==> config.mk <==
export PLATFORM = sky130hd
export DESIGN_NAME = grad_abs_pipe_flat
export DESIGN_NICKNAME = d
export VERILOG_FILES = /design/src/rtl/grad_abs_pipe_if.sv /design/src/rtl/grad_abs_pipe.sv /design/src/flat_wrapper.sv
export SDC_FILE = /design/constraint.sdc
export NUM_CORES = 1
export LEC_CHECK = 0
export ABC_AREA = 1
export BUFFER_PORTS_ARGS = -buffer_cell sky130_fd_sc_hd__buf_2
export CAP_MARGIN = 20
export CORE_UTILIZATION = 45
export CTS_CLUSTER_DIAMETER = 30
export DETAILED_ROUTE_END_ITERATION = 8
export PLACE_DENSITY = 0.67
export SYNTH_ARGS = -nofsm -noshare
export SYNTH_HDL_FRONTEND = slang
export SYNTH_SLANG_ARGS = --single-unit
==> constraint.sdc <==
create_clock -name clk -period 1.7 [get_ports clk]
set_clock_uncertainty 0.15 [all_clocks]
set_input_delay 0.255 -clock clk [delete_from_list [all_inputs] [get_ports clk]]
set_output_delay 0.255 -clock clk [all_outputs]
set_load 0.005 [all_outputs]
==> src/rtl/grad_abs_pipe_if.sv <==
// Stream interface for the pipelined gradient absolute-value stage: gx/gy beats
// in, |gx|/|gy| plus orientation flags out, each side with a valid/ready handshake.
interface grad_abs_pipe_if #(
  parameter int DATA_WIDTH = 8,
  parameter int CHANNELS   = 1
) ();
  logic                               in_valid;
  logic                               in_ready;
  logic [CHANNELS*(DATA_WIDTH+1)-1:0] gx;
  logic [CHANNELS*(DATA_WIDTH+1)-1:0] gy;
  logic                               out_valid;
  logic                               out_ready;
  logic [CHANNELS*DATA_WIDTH-1:0]     abs_x;
  logic [CHANNELS*DATA_WIDTH-1:0]     abs_y;
  logic [CHANNELS-1:0]                is_upper_bin;
  logic [CHANNELS-1:0]                steep;
  logic [CHANNELS-1:0]                sat_flag;

  // Upstream filter and downstream binning stage drive this side.
  modport master (
    output in_valid, gx, gy, out_ready,
    input  in_ready, out_valid, abs_x, abs_y, is_upper_bin, steep, sat_flag
  );

  // The gradient absolute-value pipeline sits on this side.
  modport slave (
    input  in_valid, gx, gy, out_ready,
    output in_ready, out_valid, abs_x, abs_y, is_upper_bin, steep, sat_flag
  );
endinterface

==> src/rtl/grad_abs_pipe.sv <==
// Two-stage gradient absolute-value pipeline: S1 takes signs, magnitudes and
// saturation, S2 derives the orientation flags and drives the outputs.
module grad_abs_pipe #(
  parameter int DATA_WIDTH = 8,
  parameter int CHANNELS   = 1,
  parameter int SATURATE   = 1
) (
  input logic            clk,
  input logic            rst_n,
  grad_abs_pipe_if.slave bus
);
  localparam int IW = DATA_WIDTH + 1;
  localparam logic [IW-1:0] MOST_NEG = {1'b1, {DATA_WIDTH{1'b0}}};

  // The most-negative input has no positive counterpart in DATA_WIDTH bits.
  function automatic logic [DATA_WIDTH-1:0] abs_sat(input logic [IW-1:0] v);
    logic [IW-1:0] neg_s;
    neg_s = ~v + {{DATA_WIDTH{1'b0}}, 1'b1};
    if (!v[IW-1]) begin
      abs_sat = v[DATA_WIDTH-1:0];
    end else if (v == MOST_NEG) begin
      abs_sat = (SATURATE != 0) ? {DATA_WIDTH{1'b1}} : {DATA_WIDTH{1'b0}};
    end else begin
      abs_sat = neg_s[DATA_WIDTH-1:0];
    end
  endfunction

  logic                           s1_en_s;
  logic                           s2_en_s;
  logic [CHANNELS*DATA_WIDTH-1:0] s1_ax_s;
  logic [CHANNELS*DATA_WIDTH-1:0] s1_ay_s;
  logic [CHANNELS-1:0]            s1_sx_s;
  logic [CHANNELS-1:0]            s1_sy_s;
  logic [CHANNELS-1:0]            s1_sat_s;
  logic [CHANNELS-1:0]            s2_upper_s;
  logic [CHANNELS-1:0]            s2_steep_s;

  logic                           s1_valid_r;
  logic [CHANNELS*DATA_WIDTH-1:0] s1_ax_r;
  logic [CHANNELS*DATA_WIDTH-1:0] s1_ay_r;
  logic [CHANNELS-1:0]            s1_sx_r;
  logic [CHANNELS-1:0]            s1_sy_r;
  logic [CHANNELS-1:0]            s1_sat_r;

  logic                           s2_valid_r;
  logic [CHANNELS*DATA_WIDTH-1:0] s2_ax_r;
  logic [CHANNELS*DATA_WIDTH-1:0] s2_ay_r;
  logic [CHANNELS-1:0]            s2_upper_r;
  logic [CHANNELS-1:0]            s2_steep_r;
  logic [CHANNELS-1:0]            s2_sat_r;

  // A stage may advance when it is empty or the stage after it is advancing.
  assign s2_en_s      = !s2_valid_r || bus.out_ready;
  assign s1_en_s      = !s1_valid_r || s2_en_s;
  assign bus.in_ready = s1_en_s;

  // Per-channel sign, magnitude and saturation detect on the incoming beat.
  always_comb begin
    s1_ax_s  = {(CHANNELS*DATA_WIDTH){1'b0}};
    s1_ay_s  = {(CHANNELS*DATA_WIDTH){1'b0}};
    s1_sx_s  = {CHANNELS{1'b0}};
    s1_sy_s  = {CHANNELS{1'b0}};
    s1_sat_s = {CHANNELS{1'b0}};
    for (int c = 0; c < CHANNELS; c++) begin
      s1_ax_s[c*DATA_WIDTH +: DATA_WIDTH] = abs_sat(bus.gx[c*IW +: IW]);
      s1_ay_s[c*DATA_WIDTH +: DATA_WIDTH] = abs_sat(bus.gy[c*IW +: IW]);
      s1_sx_s[c]  = bus.gx[c*IW + IW - 1];
      s1_sy_s[c]  = bus.gy[c*IW + IW - 1];
      s1_sat_s[c] = (bus.gx[c*IW +: IW] == MOST_NEG) || (bus.gy[c*IW +: IW] == MOST_NEG);
    end
  end

  // Orientation flags from the S1 registers; zero counts as positive.
  always_comb begin
    s2_upper_s = s1_sx_r ^ s1_sy_r;
    s2_steep_s = {CHANNELS{1'b0}};
    for (int c = 0; c < CHANNELS; c++) begin
      s2_steep_s[c] = s1_ay_r[c*DATA_WIDTH +: DATA_WIDTH] > s1_ax_r[c*DATA_WIDTH +: DATA_WIDTH];
    end
  end

  // Stage 1 registers.
  always_ff @(posedge clk or negedge rst_n) begin
    if (!rst_n) begin
      s1_valid_r <= 1'b0;
      s1_ax_r    <= {(CHANNELS*DATA_WIDTH){1'b0}};
      s1_ay_r    <= {(CHANNELS*DATA_WIDTH){1'b0}};
      s1_sx_r    <= {CHANNELS{1'b0}};
      s1_sy_r    <= {CHANNELS{1'b0}};
      s1_sat_r   <= {CHANNELS{1'b0}};
    end else if (s1_en_s) begin
      s1_valid_r <= bus.in_valid;
      s1_ax_r    <= s1_ax_s;
      s1_ay_r    <= s1_ay_s;
      s1_sx_r    <= s1_sx_s;
      s1_sy_r    <= s1_sy_s;
      s1_sat_r   <= s1_sat_s;
    end
  end

  // Stage 2 registers, which drive the outputs directly.
  always_ff @(posedge clk or negedge rst_n) begin
    if (!rst_n) begin
      s2_valid_r <= 1'b0;
      s2_ax_r    <= {(CHANNELS*DATA_WIDTH){1'b0}};
      s2_ay_r    <= {(CHANNELS*DATA_WIDTH){1'b0}};
      s2_upper_r <= {CHANNELS{1'b0}};
      s2_steep_r <= {CHANNELS{1'b0}};
      s2_sat_r   <= {CHANNELS{1'b0}};
    end else if (s2_en_s) begin
      s2_valid_r <= s1_valid_r;
      s2_ax_r    <= s1_ax_r;
      s2_ay_r    <= s1_ay_r;
      s2_upper_r <= s2_upper_s;
      s2_steep_r <= s2_steep_s;
      s2_sat_r   <= s1_sat_r;
    end
  end

  assign bus.out_valid    = s2_valid_r;
  assign bus.abs_x        = s2_ax_r;
  assign bus.abs_y        = s2_ay_r;
  assign bus.is_upper_bin = s2_upper_r;
  assign bus.steep        = s2_steep_r;
  assign bus.sat_flag     = s2_sat_r;
endmodule

==> src/flat_wrapper.sv <==
// flat-port wrapper written by rule: the top's interface ports become plain ports
module grad_abs_pipe_flat 
#(
  parameter int DATA_WIDTH = 8,
  parameter int CHANNELS   = 1,
  parameter int SATURATE   = 1
)
  (clk, rst_n, bus_in_valid, bus_gx, bus_gy, bus_out_ready, bus_in_ready, bus_out_valid, bus_abs_x, bus_abs_y, bus_is_upper_bin, bus_steep, bus_sat_flag);
  grad_abs_pipe_if #(.DATA_WIDTH(DATA_WIDTH), .CHANNELS(CHANNELS)) bus_i ();
  input logic clk;
  input logic rst_n;
  input wire logic [$bits(bus_i.in_valid)-1:0] bus_in_valid;
  input wire logic [$bits(bus_i.gx)-1:0] bus_gx;
  input wire logic [$bits(bus_i.gy)-1:0] bus_gy;
  input wire logic [$bits(bus_i.out_ready)-1:0] bus_out_ready;
  output wire logic [$bits(bus_i.in_ready)-1:0] bus_in_ready;
  output wire logic [$bits(bus_i.out_valid)-1:0] bus_out_valid;
  output wire logic [$bits(bus_i.abs_x)-1:0] bus_abs_x;
  output wire logic [$bits(bus_i.abs_y)-1:0] bus_abs_y;
  output wire logic [$bits(bus_i.is_upper_bin)-1:0] bus_is_upper_bin;
  output wire logic [$bits(bus_i.steep)-1:0] bus_steep;
  output wire logic [$bits(bus_i.sat_flag)-1:0] bus_sat_flag;
  assign bus_i.in_valid = bus_in_valid;
  assign bus_i.gx = bus_gx;
  assign bus_i.gy = bus_gy;
  assign bus_i.out_ready = bus_out_ready;
  assign bus_in_ready = bus_i.in_ready;
  assign bus_out_valid = bus_i.out_valid;
  assign bus_abs_x = bus_i.abs_x;
  assign bus_abs_y = bus_i.abs_y;
  assign bus_is_upper_bin = bus_i.is_upper_bin;
  assign bus_steep = bus_i.steep;
  assign bus_sat_flag = bus_i.sat_flag;
  grad_abs_pipe #(.DATA_WIDTH(DATA_WIDTH), .CHANNELS(CHANNELS), .SATURATE(SATURATE)) u_core (.clk(clk), .rst_n(rst_n), .bus(bus_i));
endmodule
After elaboration in Yosys (flattened, before gate mapping). Index checks and enable logic that the tools add are counted.

Flip-flop bits (word level): 40. Input port bits: 22. Logic and storage cells: 29.

Add/sub/neg operators: 2. Magnitude comparators: 1. Muxes and demuxes: 4. Reductions and logical operators: 5. Equal/unequal tests: 2. Bitwise logic cells: 3.

Operators with widths (number): $mux W8 (4); $eq A9 B9 Y1 const B (2); $add A8 B1 Y8 const B (2); $not A8 Y8 (2); $gt A8 B8 Y1 (1); $logic_or A1 B1 Y1 (3); $logic_not A1 Y1 (2); $xor A1 B1 Y1 (1).

Longest topological paths before layout. Gate-level depths: netlist of run 1.

Depth in word-level cells: 4. Gate-level depth with buffers: 9. Depth with buffers taken out: 9.

Least setup slack after synthesis of run 1. No wires, ideal clock.

Path kind: flip-flop to flip-flop. Start point: register u_core.s1_ay_r[7]. End point: register u_core.s2_steep_r, in the netlist u_core.bus.steep. Buffers on the path: 0. Setup time: 0.116 ns. Data arrival time: 1.048 ns. Slack: 0.386 ns. Cell stages (with the launch flop): 7. Cell sequence: dfrtp_1 -> ha_1 -> a21oi_1 -> o21a_1 -> nand2_1 -> nand2_1 -> nand2_1.

Longest elaborated chain between the ends: 1.

RTL lines: start, declared (RTL line grad_abs_pipe.sv:40) `logic [CHANNELS*DATA_WIDTH-1:0] s1_ay_r;`; start signal, assigned (RTL line grad_abs_pipe.sv:87) `s1_ay_r <= {(CHANNELS*DATA_WIDTH){1'b0}};`; start signal, assigned (RTL line grad_abs_pipe.sv:94) `s1_ay_r <= s1_ay_s;`; $gt A8 B8 Y1 (RTL line grad_abs_pipe.sv:78) `s2_steep_s[c] = s1_ay_r[c*DATA_WIDTH +: DATA_WIDTH] > s1_ax_r[c*DATA_WIDTH +: DATA_WIDTH];`; end signal, assigned (RTL line grad_abs_pipe.sv:108) `s2_steep_r <= {CHANNELS{1'b0}};`; end signal, assigned (RTL line grad_abs_pipe.sv:115) `s2_steep_r <= s2_steep_s;`; end, declared (RTL line grad_abs_pipe.sv:49) `logic [CHANNELS-1:0] s2_steep_r;`.

Every way passes these cells. A chain may end at the register's enable or synchronous reset.

Final worst setup path of run 1.
Start point: register u_core.s2_valid_r, in the netlist u_core.bus.out_valid. End point: output port bus_in_ready.

Longest elaborated chain between the ends: 3.

RTL lines: start, declared (RTL line grad_abs_pipe.sv:45) `logic s2_valid_r;`; start signal, assigned (RTL line grad_abs_pipe.sv:111) `s2_valid_r <= s1_valid_r;`; $logic_not A1 Y1 (RTL line grad_abs_pipe.sv:53) `assign s2_en_s = !s2_valid_r || bus.out_ready;`; $logic_or A1 B1 Y1 (RTL line grad_abs_pipe.sv:53); $logic_or A1 B1 Y1 (RTL line grad_abs_pipe.sv:54) `assign s1_en_s = !s1_valid_r || s2_en_s;`; end, declared (RTL line flat_wrapper.sv:16) `output wire logic [$bits(bus_i.in_ready)-1:0] bus_in_ready;`.

Every way passes these cells.

==> flow_metrics.env, run 1 <==
export IMPL_cts_tree="built"
export IMPL_final_cell_mix="nand2_1 (84), buf_2 (42), dfrtp_1 (40)"
export IMPL_cap_violations=0
export IMPL_power_density_mw_per_mm2=938
export IMPL_cts_clk_slew_worst_paths_ps=80
export IMPL_clkPwrFrac_pct=27.1
export IMPL_setup_ws_ps=109
export IMPL_via_count=1807
export IMPL_initial_core_util_pct=48.0
export IMPL_cts_buffers=5
export IMPL_setup_viol=0
export IMPL_fmax_ghz=0.629
export IMPL_drt_initial_drc_count=123
export IMPL_ios=43
export IMPL_cts_sinks=40
export IMPL_final_common_cell="nand2_1"
export IMPL_start_kind="flip-flop"
export IMPL_vdd_drop_max_mv=0.361
export IMPL_crit_arrival_ps=1190
export IMPL_hold_viol_final=0
export IMPL_grt_pass1_vias=1572
export IMPL_die_w_um=71.1
export IMPL_required_ps=1290
export IMPL_cts_root_buffer="clkbuf_8"
export IMPL_cp_max_fo=10
export IMPL_post_cts_setup_buffer_count=0
export IMPL_switching_share_pct=30.4
export IMPL_pwr_share_comb_pct=23.1
export IMPL_die_area_mm2=0.00505
export IMPL_firstDrtPassIters=8
export IMPL_grtUsageTotal_pct=19.4
export IMPL_ys_seq_area_share_pct=46.6
export IMPL_synth_warnings=0
export IMPL_clock_path_buffers=2
export IMPL_netlist_instances=270
export IMPL_wl_um=4380
export IMPL_critPathKind="flip-flop to output pin"
export IMPL_grt_pass1_wl_um=7450
export IMPL_core_region_area_mm2=0.00447
export IMPL_drive_gt1_share_pct=21.6
export IMPL_worst_pin_slew_ps=433
export IMPL_finalCritPeriodShare_pct=93.6
export IMPL_final_core_util_pct=56.5
export IMPL_htreeDepth=2
export IMPL_min_period_ps=1590
export IMPL_cellLeakagePower_nw=1.40
export IMPL_grt_start_max_net_pins=32
export IMPL_synth_area_per_cell_um2=7.96
export IMPL_syn_area_mm2=0.00215
export IMPL_relSlewSlack_pct=71.1
export IMPL_timing_setup_tns_ps=0
export IMPL_antenna_found_initial=0
export IMPL_synth_cell_types=30
export IMPL_place_hpwl_um=3350
export IMPL_n_antenna_cell=0
export IMPL_p_seq_share_pct=49.8
export IMPL_die_h_um=71.1
export IMPL_clkLatencyLatePin_ps=290
export IMPL_status="complete, but fails checks"
export IMPL_ys_seq_elements=40
export IMPL_rsz0062_at_grt="false"
export IMPL_finalNetCount=350
export IMPL_synth_top_area_share_pct=46.6
export IMPL_drv_slew=0
export IMPL_antenna_left=0
export IMPL_min_path_type="input pin to flip-flop"
export IMPL_fillCellCount=434
export IMPL_routed_via_density=4.87
export IMPL_numPortBuffers=42
export IMPL_layout_area_overhead_vs_synth_pct=17.6
export IMPL_intPower_mw=1.65
export IMPL_rows=24
export IMPL_drc_errors=3
export IMPL_grt_ovfl_total=0
export IMPL_globalplace_congestion=0.825
export IMPL_wl_per_cell_um=11.8
export IMPL_yosysTopAreaCell="dfrtp_1"
export IMPL_dp_slack_ps=119
export IMPL_syn_nets=302
export IMPL_failed_checks="DRC"
export IMPL_synthTopCellsByArea="dfrtp_1 (47%), nand2_1 (15%), ha_1 (5.8%)"
export IMPL_p_switching_mw=0.720
export IMPL_cp_end_kind="output pin"
worst max-delay path: stages, from the launching register on:
cell,delay (ps)
dfrtp_1,380
inv_1,90
nor2_4,40
nand2_2,90
buf_4,170
buf_2,130
area by class of cell:
type	instances	area (um2)	share of cell area, %
sequential	40	1000	39.6
tap	52	65.1	2.57
multi-input combinational	187	963	38.1
timing repair buffer	48	270	10.7
inverter	36	135	5.35
clock inverter	2	10.0	0.396
clock buffer	6	82.6	3.27
per-stage QoR:
step                cell area, um2  hold WS (ps)  total power, mW  instances
finish                        2530          14.4             2.37        371
global route                  2530          27.3             2.53        371
CTS                           2530          3.76             2.40        371
detailed placement            2420          67.4             1.75        362
global placement              2420          66.8             1.74        362
floorplan                     2150          -191             1.52        270
cell families after synthesis:
| family | Yosys count | share of synthesized area (%) |
|---|---|---|
| xor+xnor | 7 | 2.85 |
| fa+ha+maj | 10 | 5.82 |
| flops | 40 | 46.6 |
| mux | 1 | 0.466 |
| buf+inv | 43 | 8.56 |
| compound gates | 40 | 10.3 |
| simple gates | 129 | 25.4 |
synthesized netlist by cell type:
cell	count
nand2_1	84
dfrtp_1	40
inv_1	33
nor2_1	24
a21oi_1	16
o21ai_0	16
ha_1	10
nand3_1	10
xor2_1	6
nor2_2	4
buf_2	3
a22oi_1	2
buf_6	2
inv_2	2
o21ai_1	2
or2_2	2
a21oi_2	1
buf_4	1
clkbuf_1	1
clkinv_1	1
mux2i_1	1
nand2_2	1
nand4_1	1
nand4_2	1
nor2_4	1
nor3_4	1
o211ai_1	1
o211ai_2	1
o21a_1	1
xnor2_1	1
registers in the layout (all words and copies together), names as in the netlist:
name	count
u_core.s1_ax_r	8
u_core.bus.abs_y	8
u_core.s1_valid_r	1
u_core.bus.sat_flag	1
u_core.s1_sat_r	1
u_core.s1_ay_r	8
u_core.bus.is_upper_bin	1
u_core.s1_sx_r	1
u_core.s1_sy_r	1
u_core.bus.out_valid	1
u_core.bus.steep	1
u_core.bus.abs_x	8
power groups by stage:
stage	Sequential (mW)	Clock [mW]	Combinational, mW
final	1.18	0.644	0.548
after global placement	1.20	0	0.536
after CTS	1.18	0.663	0.554
after floorplan	1.19	0	0.327
after detailed placement	1.20	0	0.550
after global routing	1.20	0.692	0.640
repair_timing:
item | in CTS | in global routing
endpoints found under the hold margin | 17 | 0
hold buffers | 1 | 0
gates resized for setup | 0 | 0
setup endpoints to repair | 0 | 0
worst paths after layout:
check / cells after the start / startpoint / end / slack, ps
min in group asynchronous: 2 / rst_n / u_core.bus.abs_y[4]$_DFFE_PN0P_ / 280
min: 2 / bus_in_valid / u_core.s1_valid_r$_DFFE_PN0P_ / 10
max reg2reg: 6 / u_core.bus.out_valid$_DFFE_PN0P_ / u_core.bus.abs_y[5]$_DFFE_PN0P_ / 190
max: 5 / u_core.bus.out_valid$_DFFE_PN0P_ / bus_in_ready / 110
max in group asynchronous: 3 / rst_n / u_core.s1_sx_r$_DFFE_PN0P_ / 660
min reg2reg: 2 / u_core.bus.abs_y[3]$_DFFE_PN0P_ / u_core.bus.abs_y[3]$_DFFE_PN0P_ / 330
routing by layer:
metal	up-vias	part of all wire [%]	track usage, %
met5	-	0	0
met4	0	1.8	8.00
met3	7	4.2	4.56
met2	42	41	27.7
met1	811	53	28.3
li1	947	-	-
Power figures use the tool's default switching activity.
==> run 2, diff against run 1 <==
--- a/config.mk
+++ b/config.mk
@@ -12,6 +12,7 @@
 export CTS_CLUSTER_DIAMETER = 30
 export DETAILED_ROUTE_END_ITERATION = 8
 export PLACE_DENSITY = 0.67
+export SLEW_MARGIN = 40
 export SYNTH_ARGS = -nofsm -noshare
 export SYNTH_HDL_FRONTEND = slang
 export SYNTH_SLANG_ARGS = --single-unit
==> constraint.sdc (replaced) <==
create_clock -name clk -period 1.7 [get_ports clk]
set_clock_uncertainty 0.15 [all_clocks]
set_input_delay 0.34 -clock clk [delete_from_list [all_inputs] [get_ports clk]]
set_output_delay 0.34 -clock clk [all_outputs]
set_load 0.005 [all_outputs]
==> run 2 against run 1 <==
  * Final cell count fell by 0.27%
  * Worst setup slack improved by 3.7 ps
  * Via count shrank 0.11%
  * The flow now finishes without violations
  * Combinational power rose by 0.7%
  * Count of clock-buffer cells in the layout is 1 higher
  * Sequential power about the same
  * Power rose by 8.7%
  * Global-route usage is 0.70 points higher
  * Largest cell class unchanged
==> flow_metrics.env, run 2 (synthesis gave the netlist of run 1 again) <==
export IMPL_via_count=1805
export IMPL_cap_violations=0
export IMPL_cts_sinks=40
export IMPL_fmax_ghz=0.630
export IMPL_status="finished, final reports clean"
export IMPL_min_period_ps=1590
export IMPL_cts_clk_slew_worst_paths_ps=80
export IMPL_drt_initial_drc_count=115
export IMPL_finalCritPeriodShare_pct=93.4
export IMPL_n_antenna_cell=0
export IMPL_clkLatencyLatePin_ps=290
export IMPL_grt_pass1_vias=1715
export IMPL_htreeDepth=2
export IMPL_firstDrtPassIters=6
export IMPL_post_cts_setup_buffer_count=0
export IMPL_finalNetCount=349
export IMPL_required_ps=1210
export IMPL_core_region_area_mm2=0.00447
export IMPL_min_path_type="input pin to flip-flop"
export IMPL_drv_slew=0
export IMPL_final_common_cell="nand2_1"
export IMPL_start_kind="flip-flop"
export IMPL_final_cell_mix="nand2_1 (84), buf_2 (42), dfrtp_1 (40)"
export IMPL_wl_per_cell_um=12.2
export IMPL_grt_start_max_net_pins=41
export IMPL_critPathKind="flip-flop to output pin"
export IMPL_power_mw=2.58
export IMPL_clock_path_buffers=2
export IMPL_drc_errors=0
export IMPL_numPortBuffers=42
export IMPL_globalplace_congestion=0.840
export IMPL_fin_cells=370
export IMPL_die_h_um=71.1
export IMPL_dp_cells=361
export IMPL_cts_tree="built"
export IMPL_cts_root_buffer="clkbuf_8"
export IMPL_routed_via_density=4.88
export IMPL_fillCellCount=400
export IMPL_rsz0062_at_grt="false"
export IMPL_grtUsageTotal_pct=20.1
export IMPL_ios=43
export IMPL_antenna_left=0
export IMPL_timing_setup_tns_ps=0
export IMPL_antenna_found_initial=0
export IMPL_vdd_drop_max_mv=0.458
export IMPL_initial_core_util_pct=48.0
export IMPL_die_area_mm2=0.00505
export IMPL_cp_max_fo=8
export IMPL_grt_ovfl_total=0
export IMPL_setup_viol=0
export IMPL_crit_arrival_ps=1100
export IMPL_drive_gt1_share_pct=21.4
export IMPL_cp_end_kind="output pin"
export IMPL_cellLeakagePower_nw=1.41
export IMPL_grt_pass1_wl_um=7890
export IMPL_hold_viol_final=0
export IMPL_die_w_um=71.1
export IMPL_cts_buffers=5
export IMPL_place_hpwl_um=3310
export IMPL_rows=24
export IMPL_power_density_mw_per_mm2=1010
export IMPL_wl_um=4520
export IMPL_layout_area_overhead_vs_synth_pct=19.2
export IMPL_worst_pin_slew_ps=270
export IMPL_relSlewSlack_pct=82.0
==> run 2: cell types whose count changed in the layout (fill, tap and decap cells not counted) <==
cell / before / now
a21oi_2: 1 / 0
buf_4: 4 / 3
clkbuf_8: 6 / 7
a21oi_4: 0 / 1
bufinv_16: 0 / 1
clkinv_2: 2 / 0
==> run 2: cell type report <==
cell class                 instances  area (um2)  share of cell area, %
clock buffer                       7        96.3                   3.76
sequential                        40        1000                   39.1
multi-input combinational        187         971                   37.9
clock inverter                     1        30.0                   1.17
inverter                          36         135                   5.28
tap                               52        65.1                   2.54
timing repair buffer              47         263                   10.3
==> run 2: path summary, 6_finish.rpt <==
| kind | from | end | slack [ps] | depth (start not counted) |
|---|---|---|---|---|
| worst min-delay path | bus_in_valid | u_core.s1_valid_r$_DFFE_PN0P_ | 100 | 2 |
| worst max register to register | u_core.bus.out_valid$_DFFE_PN0P_ | u_core.bus.abs_y[2]$_DFFE_PN0P_ | 180 | 6 |
| max in group asynchronous | rst_n | u_core.bus.abs_y[7]$_DFFE_PN0P_ | 800 | 3 |
| worst min register to register | u_core.bus.abs_y[2]$_DFFE_PN0P_ | u_core.bus.abs_y[2]$_DFFE_PN0P_ | 330 | 2 |
| worst max-delay path | u_core.bus.out_valid$_DFFE_PN0P_ | bus_in_ready | 110 | 4 |
| min in group asynchronous | rst_n | u_core.bus.abs_y[4]$_DFFE_PN0P_ | 390 | 3 |
==> run 2: what timing repair did <==
| action | CTS | global route |
|---|---|---|
| hold buffers | 1 | 0 |
| hold endpoints to repair | 40 | 0 |
| gates resized for setup | 0 | 1 |
| endpoints found under the setup margin | 0 | 1 |
==> run 2: per-stage QoR <==
stage                     hold slack (ps)  setup WS [ps]  utilization (%)  cell area, um2
after floorplan                      -106            304                -            2150
after global placement                175            123             54.0            2420
after detailed placement              175           72.7             54.0            2420
after CTS                            84.3           93.7             57.1            2550
after global routing                 94.7           41.8             57.2            2560
final                                95.3            113             57.2            2560
==> run 2: routing by layer <==
metal	global-route usage (%)	part of all wire (%)
met3	3.70	3.7
met4	7.56	1.7
met5	0	0
met1	28.9	51
met2	30.3	43
==> run 2: report_power, final <==
| group | total (mW) | internal (mW) | leakage (nW) | switching [mW] |
|---|---|---|---|---|
| clock network | 0.847 | 0.518 | 0.0645 | 0.329 |
| registers | 1.18 | 1.09 | 0.468 | 0.0849 |
| logic | 0.552 | 0.233 | 0.882 | 0.319 |
| total | 2.58 | 1.84 | 1.41 | 0.733 |
==> run 2: worst max-delay path: stages (launching register included) <==
cell	delay (ps)
dfrtp_1	380
inv_1	90
nor2_4	40
nand2_2	150
buf_2	150
